===== src/rtl/trig_pkg.sv =====
// Shared constants and FSM encoding for the trigger burst scheduler.
// The period floor leaves room for the trigger generator's pulse width.
package trig_pkg;

    localparam int TRIG_EN_HIGH    = 2;
    localparam int TRIG_MIN_PERIOD = 20;

    typedef enum logic [2:0] {
        ST_IDLE  = 3'd0,
        ST_DELAY = 3'd1,
        ST_FIRE  = 3'd2,
        ST_GAP   = 3'd3,
        ST_DONE  = 3'd4
    } state_t;

endpackage


===== src/rtl/trig_interval_cnt.sv =====
// Loadable down-counter shared by the delay, fire and gap phases.
// Holds at zero; o_zero comes straight from the count register.
module trig_interval_cnt #(
    parameter int CNT_W = 16
) (
    input  logic             i_clk,
    input  logic             i_rst,
    input  logic             i_load,
    input  logic             i_en,
    input  logic [CNT_W-1:0] i_val,
    output logic             o_zero
);

    logic [CNT_W-1:0] cnt;

    always_ff @(posedge i_clk or negedge i_rst) begin
        if (!i_rst) begin
            cnt <= '0;
        end else if (i_load) begin
            cnt <= i_val;
        end else if (i_en && (cnt != '0)) begin
            cnt <= cnt - CNT_W'(1);
        end
    end

    assign o_zero = (cnt == '0);

endmodule


===== src/rtl/trig_burst_scheduler.sv =====
// Start-delay / fixed-period / burst-length sequencer for the trigger
// generator enable. All outputs are registered from the next state.
module trig_burst_scheduler
    import trig_pkg::*;
#(
    parameter int CNT_W      = 16,
    parameter int BURST_W    = 8,
    parameter int EN_HIGH    = TRIG_EN_HIGH,
    parameter int MIN_PERIOD = TRIG_MIN_PERIOD
) (
    input  logic               i_clk,
    input  logic               i_rst,
    input  logic               i_start,
    input  logic               i_stop,
    input  logic [CNT_W-1:0]   i_delay,
    input  logic [CNT_W-1:0]   i_period,
    input  logic [BURST_W-1:0] i_burst_len,
    output logic               o_en,
    output logic               o_busy,
    output logic               o_done,
    output logic               o_aborted,
    output logic [BURST_W-1:0] o_pulse_cnt
);

    localparam logic [CNT_W-1:0] MIN_P   = CNT_W'(MIN_PERIOD);
    localparam logic [CNT_W-1:0] HI_LOAD = CNT_W'(EN_HIGH - 1);
    localparam logic [CNT_W-1:0] GAP_SUB = CNT_W'(EN_HIGH + 1);

    state_t state, state_nxt;

    logic [CNT_W-1:0]   period_q;
    logic [BURST_W-1:0] burst_q;
    logic               stop_pend;

    logic               cnt_load;
    logic               cnt_en;
    logic [CNT_W-1:0]   cnt_val;
    logic               cnt_zero;

    logic               accept;
    logic               abort;
    logic               pulse;
    logic               last;

    trig_interval_cnt #(
        .CNT_W (CNT_W)
    ) u_cnt (
        .i_clk  (i_clk),
        .i_rst  (i_rst),
        .i_load (cnt_load),
        .i_en   (cnt_en),
        .i_val  (cnt_val),
        .o_zero (cnt_zero)
    );

    assign last = (burst_q != '0) && (o_pulse_cnt == burst_q);

    always_comb begin
        state_nxt = state;
        cnt_load  = 1'b0;
        cnt_en    = 1'b0;
        cnt_val   = '0;
        accept    = 1'b0;
        abort     = 1'b0;
        pulse     = 1'b0;
        unique case (state)
            ST_IDLE: begin
                if (i_start && !i_stop) begin
                    state_nxt = ST_DELAY;
                    accept    = 1'b1;
                    cnt_load  = 1'b1;
                    cnt_val   = i_delay;
                end
            end
            ST_DELAY: begin
                if (i_stop) begin
                    state_nxt = ST_DONE;
                    abort     = 1'b1;
                end else if (cnt_zero) begin
                    state_nxt = ST_FIRE;
                    cnt_load  = 1'b1;
                    cnt_val   = HI_LOAD;
                    pulse     = 1'b1;
                end else begin
                    cnt_en = 1'b1;
                end
            end
            ST_FIRE: begin
                // A stop seen mid-pulse waits for the full high time
                if (cnt_zero) begin
                    if (i_stop || stop_pend) begin
                        state_nxt = ST_DONE;
                        abort     = 1'b1;
                    end else begin
                        state_nxt = ST_GAP;
                        cnt_load  = 1'b1;
                        cnt_val   = period_q - GAP_SUB;
                    end
                end else begin
                    cnt_en = 1'b1;
                end
            end
            ST_GAP: begin
                if (i_stop) begin
                    state_nxt = ST_DONE;
                    abort     = 1'b1;
                end else if (cnt_zero) begin
                    if (last) begin
                        state_nxt = ST_DONE;
                    end else begin
                        state_nxt = ST_FIRE;
                        cnt_load  = 1'b1;
                        cnt_val   = HI_LOAD;
                        pulse     = 1'b1;
                    end
                end else begin
                    cnt_en = 1'b1;
                end
            end
            ST_DONE: begin
                state_nxt = ST_IDLE;
            end
            default: begin
                state_nxt = ST_IDLE;
            end
        endcase
    end

    always_ff @(posedge i_clk or negedge i_rst) begin
        if (!i_rst) begin
            state       <= ST_IDLE;
            period_q    <= '0;
            burst_q     <= '0;
            stop_pend   <= 1'b0;
            o_en        <= 1'b0;
            o_busy      <= 1'b0;
            o_done      <= 1'b0;
            o_aborted   <= 1'b0;
            o_pulse_cnt <= '0;
        end else begin
            state  <= state_nxt;
            o_en   <= (state_nxt == ST_FIRE);
            o_busy <= (state_nxt != ST_IDLE) && (state_nxt != ST_DONE);
            o_done <= (state_nxt == ST_DONE);
            if (accept) begin
                period_q    <= (i_period < MIN_P) ? MIN_P : i_period;
                burst_q     <= i_burst_len;
                stop_pend   <= 1'b0;
                o_aborted   <= 1'b0;
                o_pulse_cnt <= '0;
            end else begin
                if ((state == ST_FIRE) && i_stop) begin
                    stop_pend <= 1'b1;
                end
                if (abort) begin
                    o_aborted <= 1'b1;
                end
                if (pulse && (o_pulse_cnt != '1)) begin
                    o_pulse_cnt <= o_pulse_cnt + BURST_W'(1);
                end
            end
        end
    end

endmodule

===== config.mk =====
export PLATFORM = sky130hd
export DESIGN_NAME = trig_burst_scheduler
export DESIGN_NICKNAME = d
export VERILOG_FILES = /design/src/rtl/trig_pkg.sv /design/src/rtl/trig_interval_cnt.sv /design/src/rtl/trig_burst_scheduler.sv
export SDC_FILE = /design/constraint.sdc
export NUM_CORES = 1
export LEC_CHECK = 0
export ABC_AREA = 1
export BUFFER_PORTS_ARGS = -buffer_cell sky130_fd_sc_hd__buf_4
export CORE_ASPECT_RATIO = 2
export CORE_MARGIN = 2
export CORE_UTILIZATION = 50
export DETAILED_ROUTE_END_ITERATION = 8
export HOLD_SLACK_MARGIN = 0.1
export PLACE_DENSITY_LB_ADDON = 0.3
export SYNTH_ARGS = -nofsm -noshare
export SYNTH_HDL_FRONTEND = slang
export SYNTH_HIERARCHICAL = 1
export SYNTH_SLANG_ARGS = --single-unit

===== constraint.sdc =====
create_clock -name i_clk -period 3.4 [get_ports i_clk]
set_clock_uncertainty 0.05 [all_clocks]
set_input_delay 0.68 -clock i_clk [delete_from_list [all_inputs] [get_ports i_clk]]
set_output_delay 0.68 -clock i_clk [all_outputs]
set_load 0.01 [all_outputs]

* Yosys cells after proc, flatten, opt, wreduce, memory -nomap -nowiden
Index checks and enable logic that the tools add are counted.
Operators by class: add/subtract/negate cells 3, $lt $le $gt $ge 1, equality and inequality tests 8, multiplexer cells 45, reduce and logical (&&, ||, !) cells 18
Operator list (number):
- $mux 16 | 6
- $pmux 16 s4 | 1
- $mux 3 | 8
- $mux 1 | 23
- $logic_not 16->1 | 1
- $lt 16x5->1 const B | 1
- $mux 8 | 2
- $reduce_bool 16->1 | 1
- $sub 16x1->16 const B | 1
- $sub 16x2->16 const B | 1
- $pmux 3 s4 | 1
- $eq 3x2->1 const B | 3
- $add 8x1->8 const B | 1
- $eq 8x8->1 | 1
- $ne 8x8->1 const B | 1
- $reduce_bool 2->1 | 4
- $reduce_bool 8->1 | 1
- $logic_and 1x1->1 | 6
- $pmux 1 s2 | 3
- $pmux 1 s4 | 1
- $eq 3x1->1 const B | 1
- $eq 3x3->1 const B | 1
- $logic_not 3->1 | 1
- $ne 3x3->1 const B | 1
- other kinds (4) | 4
Word-level totals: register bits after elaboration 56, word-level logic and storage cells 85

* Depth between registers and ports, before layout
Gate-level depths: netlist (run 1).
word-level depth 9, gate-level depth with buffers 19

* Modules after synthesis
The synthesis (run 1) kept the hierarchy.
By module, submodules not included:
- trig_burst_scheduler | times used 1, cells each 329, area each 2421.1 um^2
- trig_interval_cnt | times used 1, cells each 183, area each 1249.9 um^2

* Least setup slack after synthesis (run 1)
OpenSTA, ideal clock, no wires.
path kind flip-flop to flip-flop, from register u_cnt.cnt[0], to register u_cnt.cnt[14], setup time 119 ps, data arrival time 2747 ps, data required time 3231 ps, slack 484 ps, stages on the path, launching flop included 19, path buffers 2, clock period less this slack 2916 ps, cell sequence dfrtp_1 -> inv_1 -> ha_1 -> inv_1 -> nor2_1 -> nand3_2 -> nor2_2 -> nand2_1 -> nor4_2 -> inv_1 -> nor2_1 -> nand2_1 -> buf_2 -> nand4_1 -> inv_1 -> buf_2 -> or2_2 -> nand3_2 -> nand2_1
On the way: elaborated cells between the ends (all ways) 18, those cells by class add/sub: 1; mux: 13; reduce/logical: 4
RTL lines:
- start, declared | line trig_interval_cnt.sv:14 | logic [CNT_W-1:0] cnt;
- start signal, assigned | line trig_interval_cnt.sv:20 | cnt <= i_val;
- start signal, assigned | line trig_interval_cnt.sv:22 | cnt <= cnt - CNT_W'(1);
- $logic_not 16->1 * | line trig_interval_cnt.sv:26 | assign o_zero = (cnt == '0);
- via cnt_zero | line trig_burst_scheduler.sv:38 | logic cnt_zero;
- $mux 1 (on tied branches) | line trig_burst_scheduler.sv:107, trig_burst_scheduler.sv:79
- $mux 1 (on tied branches) | line trig_burst_scheduler.sv:104, trig_burst_scheduler.sv:76
- $pmux 1 s4 * | line trig_burst_scheduler.sv:66 | unique case (state)
- via cnt_load | line trig_burst_scheduler.sv:35 | logic cnt_load;
- $mux 16 / $reduce_bool 2->1 (equally long branches)
The timed path passes the listed nets; every way through them passes the cells marked *. The select of a mux whose other input is x is not followed. A chain may end at the register's enable or synchronous reset.

* Worst setup path in the final report (run 1)
Same ends and word-level chain as after synthesis.

==> results of run 1 <==
==> area by class of cell <==
cell class              instances  area, µm²  share of cell area, %
repair inverters                2       15.0                  0.343
well taps                      92        115                   2.63
multi-input cells             391       1990                   45.6
flip-flops and latches         56       1400                   32.1
clock buffers                   7        153                   3.49
repair buffers                 63        473                   10.8
clock inverters                 1       30.0                  0.687
inverters                      50        191                   4.38
==> per-stage QoR <==
| stage | utilization, % | setup WS, ns | hold slack [ns] | std cells | power (W) |
|---|---|---|---|---|---|
| global placement | 57.4 | 0.195 | 0.412 | 649 | 0.00196 |
| CTS | 59.9 | 0.0588 | 0.411 | 657 | 0.00263 |
| detailed placement | 57.4 | 0.0876 | 0.429 | 649 | 0.00198 |
| finish | 60.6 | 0.180 | 0.376 | 662 | 0.00263 |
| floorplan | - | 0.484 | 0.334 | 512 | 0.00172 |
| global route | 60.6 | 0.0168 | 0.443 | 662 | 0.00283 |
==> per-layer routing <==
layer / routed length, µm / vias up
met5: 0 / -
met4: 286 / 0
met3: 310 / 15
met2: 5830 / 87
met1: 3420 / 1609
li1: - / 1756
==> worst max-delay path by stage <==
stage / start / end / slack [ns] / cells past startpoint
final: u_cnt/cnt[0] / u_cnt/cnt[14] / 0.18 / 17
after global routing: u_cnt/cnt[0] / u_cnt/cnt[14] / 0.02 / 17
after CTS: u_cnt/cnt[0] / u_cnt/cnt[0] / 0.06 / 17
after detailed placement: u_cnt/cnt[0] / u_cnt/cnt[0] / 0.09 / 17
after global placement: u_cnt/cnt[0] / u_cnt/cnt[9] / 0.20 / 17
after floorplan: u_cnt/cnt[0] / u_cnt/cnt[14] / 0.48 / 18
==> kinds of logic (layout without fill, tap and decap cells) <==
| family | count (synthesis) | in the layout | synth area share (%) |
|---|---|---|---|
| XOR/XNOR | 21 | 21 | 5.01 |
| flip-flops | 56 | 56 | 38.2 |
| AO/OA/AOI/OAI | 58 | 58 | 9.51 |
| AND/OR/NAND/NOR | 309 | 309 | 38.5 |
| buffers and inverters | 65 | 123 | 7.77 |
| adder cells (fa/ha/maj) | 3 | 3 | 1.02 |
==> repair_timing <==
item,in CTS,in global routing
hold buffers,0,0
endpoints found under the hold margin,0,0
gates resized for setup,0,4
endpoints found under the setup margin,0,16
buffers inserted,0,3
==> power by group through the flow <==
stage	registers (W)	clock network, W	logic (W)
finish	0.00103	0.000637	0.000971
global route	0.00105	0.000675	0.00110
CTS	0.00102	0.000649	0.000960
detailed placement	0.00103	0	0.000948
global placement	0.00102	0	0.000932
floorplan	0.000983	0	0.000737
==> layout by cell type, fill, tap and decap left out, types with 2 or more instances in the layout <==
cell,n
xnor2_1,6
a31oi_1,2
nor2_4,2
inv_2,5
clkbuf_16,5
nand2_4,4
o21ai_1,3
xor2_1,15
nand3_2,7
nand4_1,13
inv_1,44
clkbuf_8,2
nand3_1,46
o21ai_0,28
nor2_1,57
ha_1,3
a32o_1,2
nand2_1,158
or2_2,5
a21oi_2,2
buf_4,63
nor4_1,3
o21ai_2,4
nand2_2,2
clkinvlp_4,3
dfrtp_1,56
nor2_2,7
a21oi_1,9
o21bai_1,3
==> sequential cells by signal, summed over array words and instances, names as in the netlist <==
register and count:
period_q 16, u_cnt/cnt 16, burst_q 8, o_pulse_cnt 8, state 3, o_aborted 1, o_busy 1, o_done 1
o_en 1, stop_pend 1
==> worst reg2reg max path, delay by kind of cell, from the launching register on <==
kind	cells	cell delay, ns
adder cells (fa/ha/maj)	1	0.25
flip-flops	1	0.39
buffers and inverters	5	0.69
AND/OR/NAND/NOR	11	1.72
==> reports/metrics.csv, run 1 <==
stage,metric,value,unit
yosys,synth top area cells,"dfrtp_1 38%, nand2_1 16%, nand3_1 6.3%",
placement,port bufs,55,
critical_path,Buf/Inv on CP,5,
yosys,Cells after Synth,512,
critical_path,Slowest cell on crit path,dfrtp_1,
clock_network,worst-case clock buffer depth,2,
power_and_ir_drop,P_leak,2.18,nW
grt,met3 Use GR,3.42,%
grt,vias in the first global route,3543,
timing,Final Max Tran Viols,0,
floorplan,# IOs,56,
power_and_ir_drop,Comb pwr share,36.9,%
timing,Slew @ Worst Pin,0.724,ns
grt,first-pass GRT wire length,16000,µm
outcome,outcome,finished clean,
yosys,number of synthesized flops with an enable pin,0,
timing,final setup violation count,0,
timing,relative slew slack,51.7,%
power_and_ir_drop,power share of the sequential group,39.0,%
finish,# fillers,685,
critical_path,largest stage delay on the critical path,0.39,ns
critical_path,kind of end point of the critical path,register,
yosys,Yosys cell types,40,
finish,Final nets,616,
timing,Final Hold Vio Count,0,
critical_path,CP max FO,5,
floorplan,die area,8090,µm²
grt,antenna violations before repair,0,
routing,DR DRC count,0,
critical_path,Critical R2R Capture,u_cnt/cnt[14],
timing,Peak Freq,311,MHz
floorplan,row count,44,
grt,largest net degree at the start of global routing,57,
timing,setup TNS,0,ns
critical_path,r2r setup slk,0.18,ns
routing,DRT antenna net count,0,
power_and_ir_drop,switching power,0.00104,W
grt,GRT Max-Usage Layer,met2,
floorplan,initial core utilization,50.9,%
clock_network,Clock transition at path regs,0.07,ns
finish,share of layout cells above drive strength 1,20.2,%
yosys,prevailing post-synth register cell,dfrtp_1,
routing,drt first pass iters,4,
power_and_ir_drop,peak supply drop,0.454,mV
critical_path,CP Cell Sequence,inv_1 -> ha_1 -> inv_1 -> nor2_1 -> nand3_2 -> nor2_2 -> nand2_1 -> nor4_4 -> inv_1 -> nor2_1 -> nand2_1 -> nand4_1 -> buf_4 -> clkinvlp_4 -> or2_2 -> nand3_2 -> nand2_1,
yosys,top post-synthesis cells by count,"158 x nand2_1, 57 x nor2_1, 56 x dfrtp_1, 46 x nand3_1, 45 x inv_1",
critical_path,CP required,3.55,ns
critical_path,R2R cell count,17,
grt,grt ovf,0,
yosys,"count leader, synth",nand2_1,
critical_path,CP top delay family,simple AND/OR/NAND/NOR gates,
power_and_ir_drop,clock share of power,24.2,%
routing,WL final,9850,µm
clock_network,clk root buf,clkbuf_16,
yosys,Ys Warns,6,
floorplan,Die X,64.6,µm
critical_path,reg2reg start,u_cnt/cnt[0],
yosys,area share of the largest cell type after synthesis,38.2,%
yosys,"Net Count, Synth",559,
power_and_ir_drop,Sw Share,39.6,%
critical_path,crit path launch type,register,
placement,Area after DPL,4140,µm²
timing,Final min period,3.22,ns
yosys,Synth Cell Area,3670,µm²
yosys,syn avg cell area,7.17,µm²
grt,met1 usage,24.9,%
critical_path,Worst EP arrival,3.37,ns
timing,crit share post-route,94.7,%
yosys,#FFs+latches synth,56,
clock_network,total CTS buffers,5,
clock_network,CTS Sinks,56,
routing,routed vias/inst,5.24,
routing,drt wl/cell,14.9,µm
yosys,async set-reset flop share out of synthesis,100,%
timing,RSZ-0062 raised after global routing,false,
grt,GRT Resource Usage Total,25.6,%
yosys,"Seq/Total Area, Yosys",38.2,%
clock_network,Max H-tree Level,2,
routing,Vias,3467,
floorplan,core area,7210,µm²
power_and_ir_drop,Power Internal,0.00159,W
power_and_ir_drop,pwr dens,603,nW/µm²
finish,"Design Area, Final",4370,µm²
grt,met2 Resource Use GR,51.2,%
placement,dpl hpwl,7410,µm
critical_path,critical path type,register to register,
finish,Area growth syn-to-layout,19.1,%
clock_network,TritonCTS clock tree,done,
run,max_cap viols,0,
min_path,Hold Crit Class,primary input to asynchronous set/reset pin,
finish,Inserted Diodes,0,
routing,Starting DRT DRC Count,168,
placement,Placer Congestion,0.875,
yosys,post-synth top area cell,dfrtp_1,
clock_network,clock latency on the worst-skew pair,0.31,ns
floorplan,Die Ht,125,µm
No activity file was read; power rests on OpenSTA's default activity.
==> inputs of run 2 (changes only) <==
Settings changed: CELL_PAD_IN_SITES_DETAIL_PLACEMENT from default to 0, CELL_PAD_IN_SITES_GLOBAL_PLACEMENT from default to 1, CORE_UTILIZATION 50 to 41.
==> run 2 against run 1 <==
Die area is 21% higher. Non-clock buffer count is 2 higher. Power is 1.4% lower. Critical path depth stayed put. First-iteration DRC count is 23% lower. Fmax is 5.3% higher. Cell area is 0.37% higher. Largest power group unchanged. Highest routed layer unchanged.
==> reports/metrics.csv, run 2 (synthesis gave the netlist of run 1 again) <==
stage,metric,value,unit
grt,first-pass GRT wire length,16800,µm
finish,share of layout cells above drive strength 1,20.5,%
finish,# fillers,922,
finish,Final Core Density,50.7,%
clock_network,TritonCTS clock tree,done,
placement,Area after DPL,4160,µm²
floorplan,Die X,70.9,µm
placement,Placer Congestion,0.851,
clock_network,hold buffer count at cts,0,
finish,Post-Layout Cell Count,671,
placement,dpl hpwl,7690,µm
finish,Largest regs,"period_q x16, u_cnt/cnt x16",
timing,crit share post-route,89.9,%
min_path,Hold Crit Class,primary input to asynchronous set/reset pin,
floorplan,die area,9770,µm²
grt,antenna violations before repair,0,
power_and_ir_drop,Sw Share,40.0,%
critical_path,CP required,3.54,ns
timing,setup TNS,0,ns
critical_path,critical path type,register to register,
critical_path,Worst EP arrival,3.20,ns
placement,port bufs,55,
finish,Area growth syn-to-layout,19.5,%
grt,met3 Use GR,3.07,%
outcome,outcome,finished clean,
grt,largest net degree at the start of global routing,57,
timing,Slew @ Worst Pin,0.747,ns
routing,drt wl/cell,14.9,µm
grt,vias in the first global route,3613,
grt,met2 Resource Use GR,42.5,%
floorplan,# IOs,56,
power_and_ir_drop,switching power,0.00104,W
power_and_ir_drop,power share of the sequential group,39.4,%
power_and_ir_drop,Power Internal,0.00156,W
power_and_ir_drop,P_leak,2.19,nW
routing,Starting DRT DRC Count,130,
grt,GRT Resource Usage Total,21.7,%
timing,RSZ-0062 raised after global routing,false,
floorplan,core area,8650,µm²
critical_path,CP max FO,5,
grt,GRT Max-Usage Layer,met2,
clock_network,total CTS buffers,5,
finish,"commonest cells after routing, fill and taps aside","158 x nand2_1, 64 x buf_4, 56 x nor2_1, 56 x dfrtp_1, 46 x nand3_1",
timing,Final min period,3.06,ns
critical_path,kind of end point of the critical path,register,
grt,grt ovf,0,
power_and_ir_drop,clock share of power,22.9,%
power_and_ir_drop,peak supply drop,0.397,mV
power_and_ir_drop,pwr dens,592,nW/µm²
routing,DRT antenna net count,0,
clock_network,worst-case clock buffer depth,2,
placement,placed insts,659,
power_and_ir_drop,Comb pwr share,37.7,%
timing,final setup violation count,0,
floorplan,Die Ht,138,µm
finish,Inserted Diodes,0,
routing,Vias,3453,
critical_path,crit path launch type,register,
timing,relative slew slack,50.2,%
floorplan,row count,48,
clock_network,clock latency on the worst-skew pair,0.30,ns
routing,routed vias/inst,5.15,
clock_network,clk root buf,clkbuf_16,
routing,DR DRC count,0,
timing,Final Hold Vio Count,0,
finish,Final nets,617,
finish,"Design Area, Final",4390,µm²
clock_network,CTS Sinks,56,
routing,drt first pass iters,6,
clock_network,Max H-tree Level,2,
floorplan,initial core utilization,42.4,%
clock_network,Clock transition at path regs,0.08,ns
run,max_cap viols,0,
routing,WL final,9970,µm
grt,met1 usage,21.9,%
timing,Peak Freq,327,MHz
timing,Final Max Tran Viols,0,
finish,"commonest non-fill, non-tap cell in the layout",nand2_1,
## run 2: changes by cell type in the layout (fill, tap and decap cells not counted)
cell / previous run / this run
ha_1: 3 / 2
clkbuf_1: 0 / 1
nor2_2: 7 / 8
clkinv_2: 0 / 1
buf_12: 0 / 1
clkbuf_8: 2 / 0
ha_2: 0 / 1
clkinvlp_4: 3 / 2
buf_4: 63 / 64
nor2_1: 57 / 56
## run 2: per-layer routing
metal | share of wire (%) | up-vias | wire length (µm)
li1 | - | 1767 | -
met1 | 35 | 1594 | 3530
met4 | 3.6 | 0 | 354
met5 | 0 | - | 0
met2 | 58 | 73 | 5790
met3 | 2.8 | 19 | 284
## run 2: power by group through the flow
stage	sequential [W]	clock [W]	combinational [W]
2_1_floorplan	0.000983	0	0.000737
3_3_place_gp	0.00102	0	0.000950
3_5_place_dp	0.00103	0	0.000963
4_1_cts	0.00102	0.000607	0.000970
5_1_grt	0.00105	0.000635	0.00114
6_report	0.00102	0.000595	0.000980
## run 2: worst paths after layout
kind | slack, ns | endpoint | start | depth (start not counted)
setup / recovery | 0.34 | u_cnt/cnt[12] | u_cnt/cnt[0] | 17
hold / removal | 0.38 | u_cnt/cnt[4] | i_rst | 1
setup reg to reg | 0.34 | u_cnt/cnt[12] | u_cnt/cnt[0] | 17
hold reg to reg | 0.46 | o_aborted | o_aborted | 2
max in group asynchronous | 2.41 | period_q[8] | i_rst | 1
min in group i_clk | 0.46 | o_aborted | o_aborted | 2
## run 2: cell type report
class | count | area, µm² | share of cell area, %
repair inverters | 1 | 7.51 | 0.171
clock buffers | 6 | 129 | 2.94
repair buffers | 65 | 500 | 11.4
inverters | 50 | 191 | 4.36
well taps | 100 | 125 | 2.85
flip-flops and latches | 56 | 1400 | 31.9
clock inverters | 2 | 35.0 | 0.798
multi-input cells | 391 | 2000 | 45.5
## run 2: worst max-delay path, cell delays in order (launching register included)
cell and delay [ns]:
dfrtp_1 0.39, inv_1 0.11, ha_2 0.23, inv_1 0.06, nor2_2 0.13, nand3_2 0.13
nor2_2 0.14, nand2_1 0.13, nor4_4 0.21, inv_1 0.14, nor2_1 0.12, nand2_1 0.12
nand4_1 0.23, clkinvlp_4 0.20, buf_4 0.18, or2_2 0.28, nand3_2 0.07, nand2_1 0.05
## run 2: metrics by stage
step	setup WS, ns	hold slack (ns)	power, W
final	0.343	0.379	0.00260
after global routing	0.0379	0.443	0.00283
after CTS	0.156	0.422	0.00259
after detailed placement	0.192	0.431	0.00199
after global placement	0.288	0.426	0.00198
after floorplan	0.484	0.334	0.00172
## run 2: what timing repair did
item,CTS,global route
buffers inserted,0,3
resized for setup,0,5
endpoints found under the setup margin,0,16
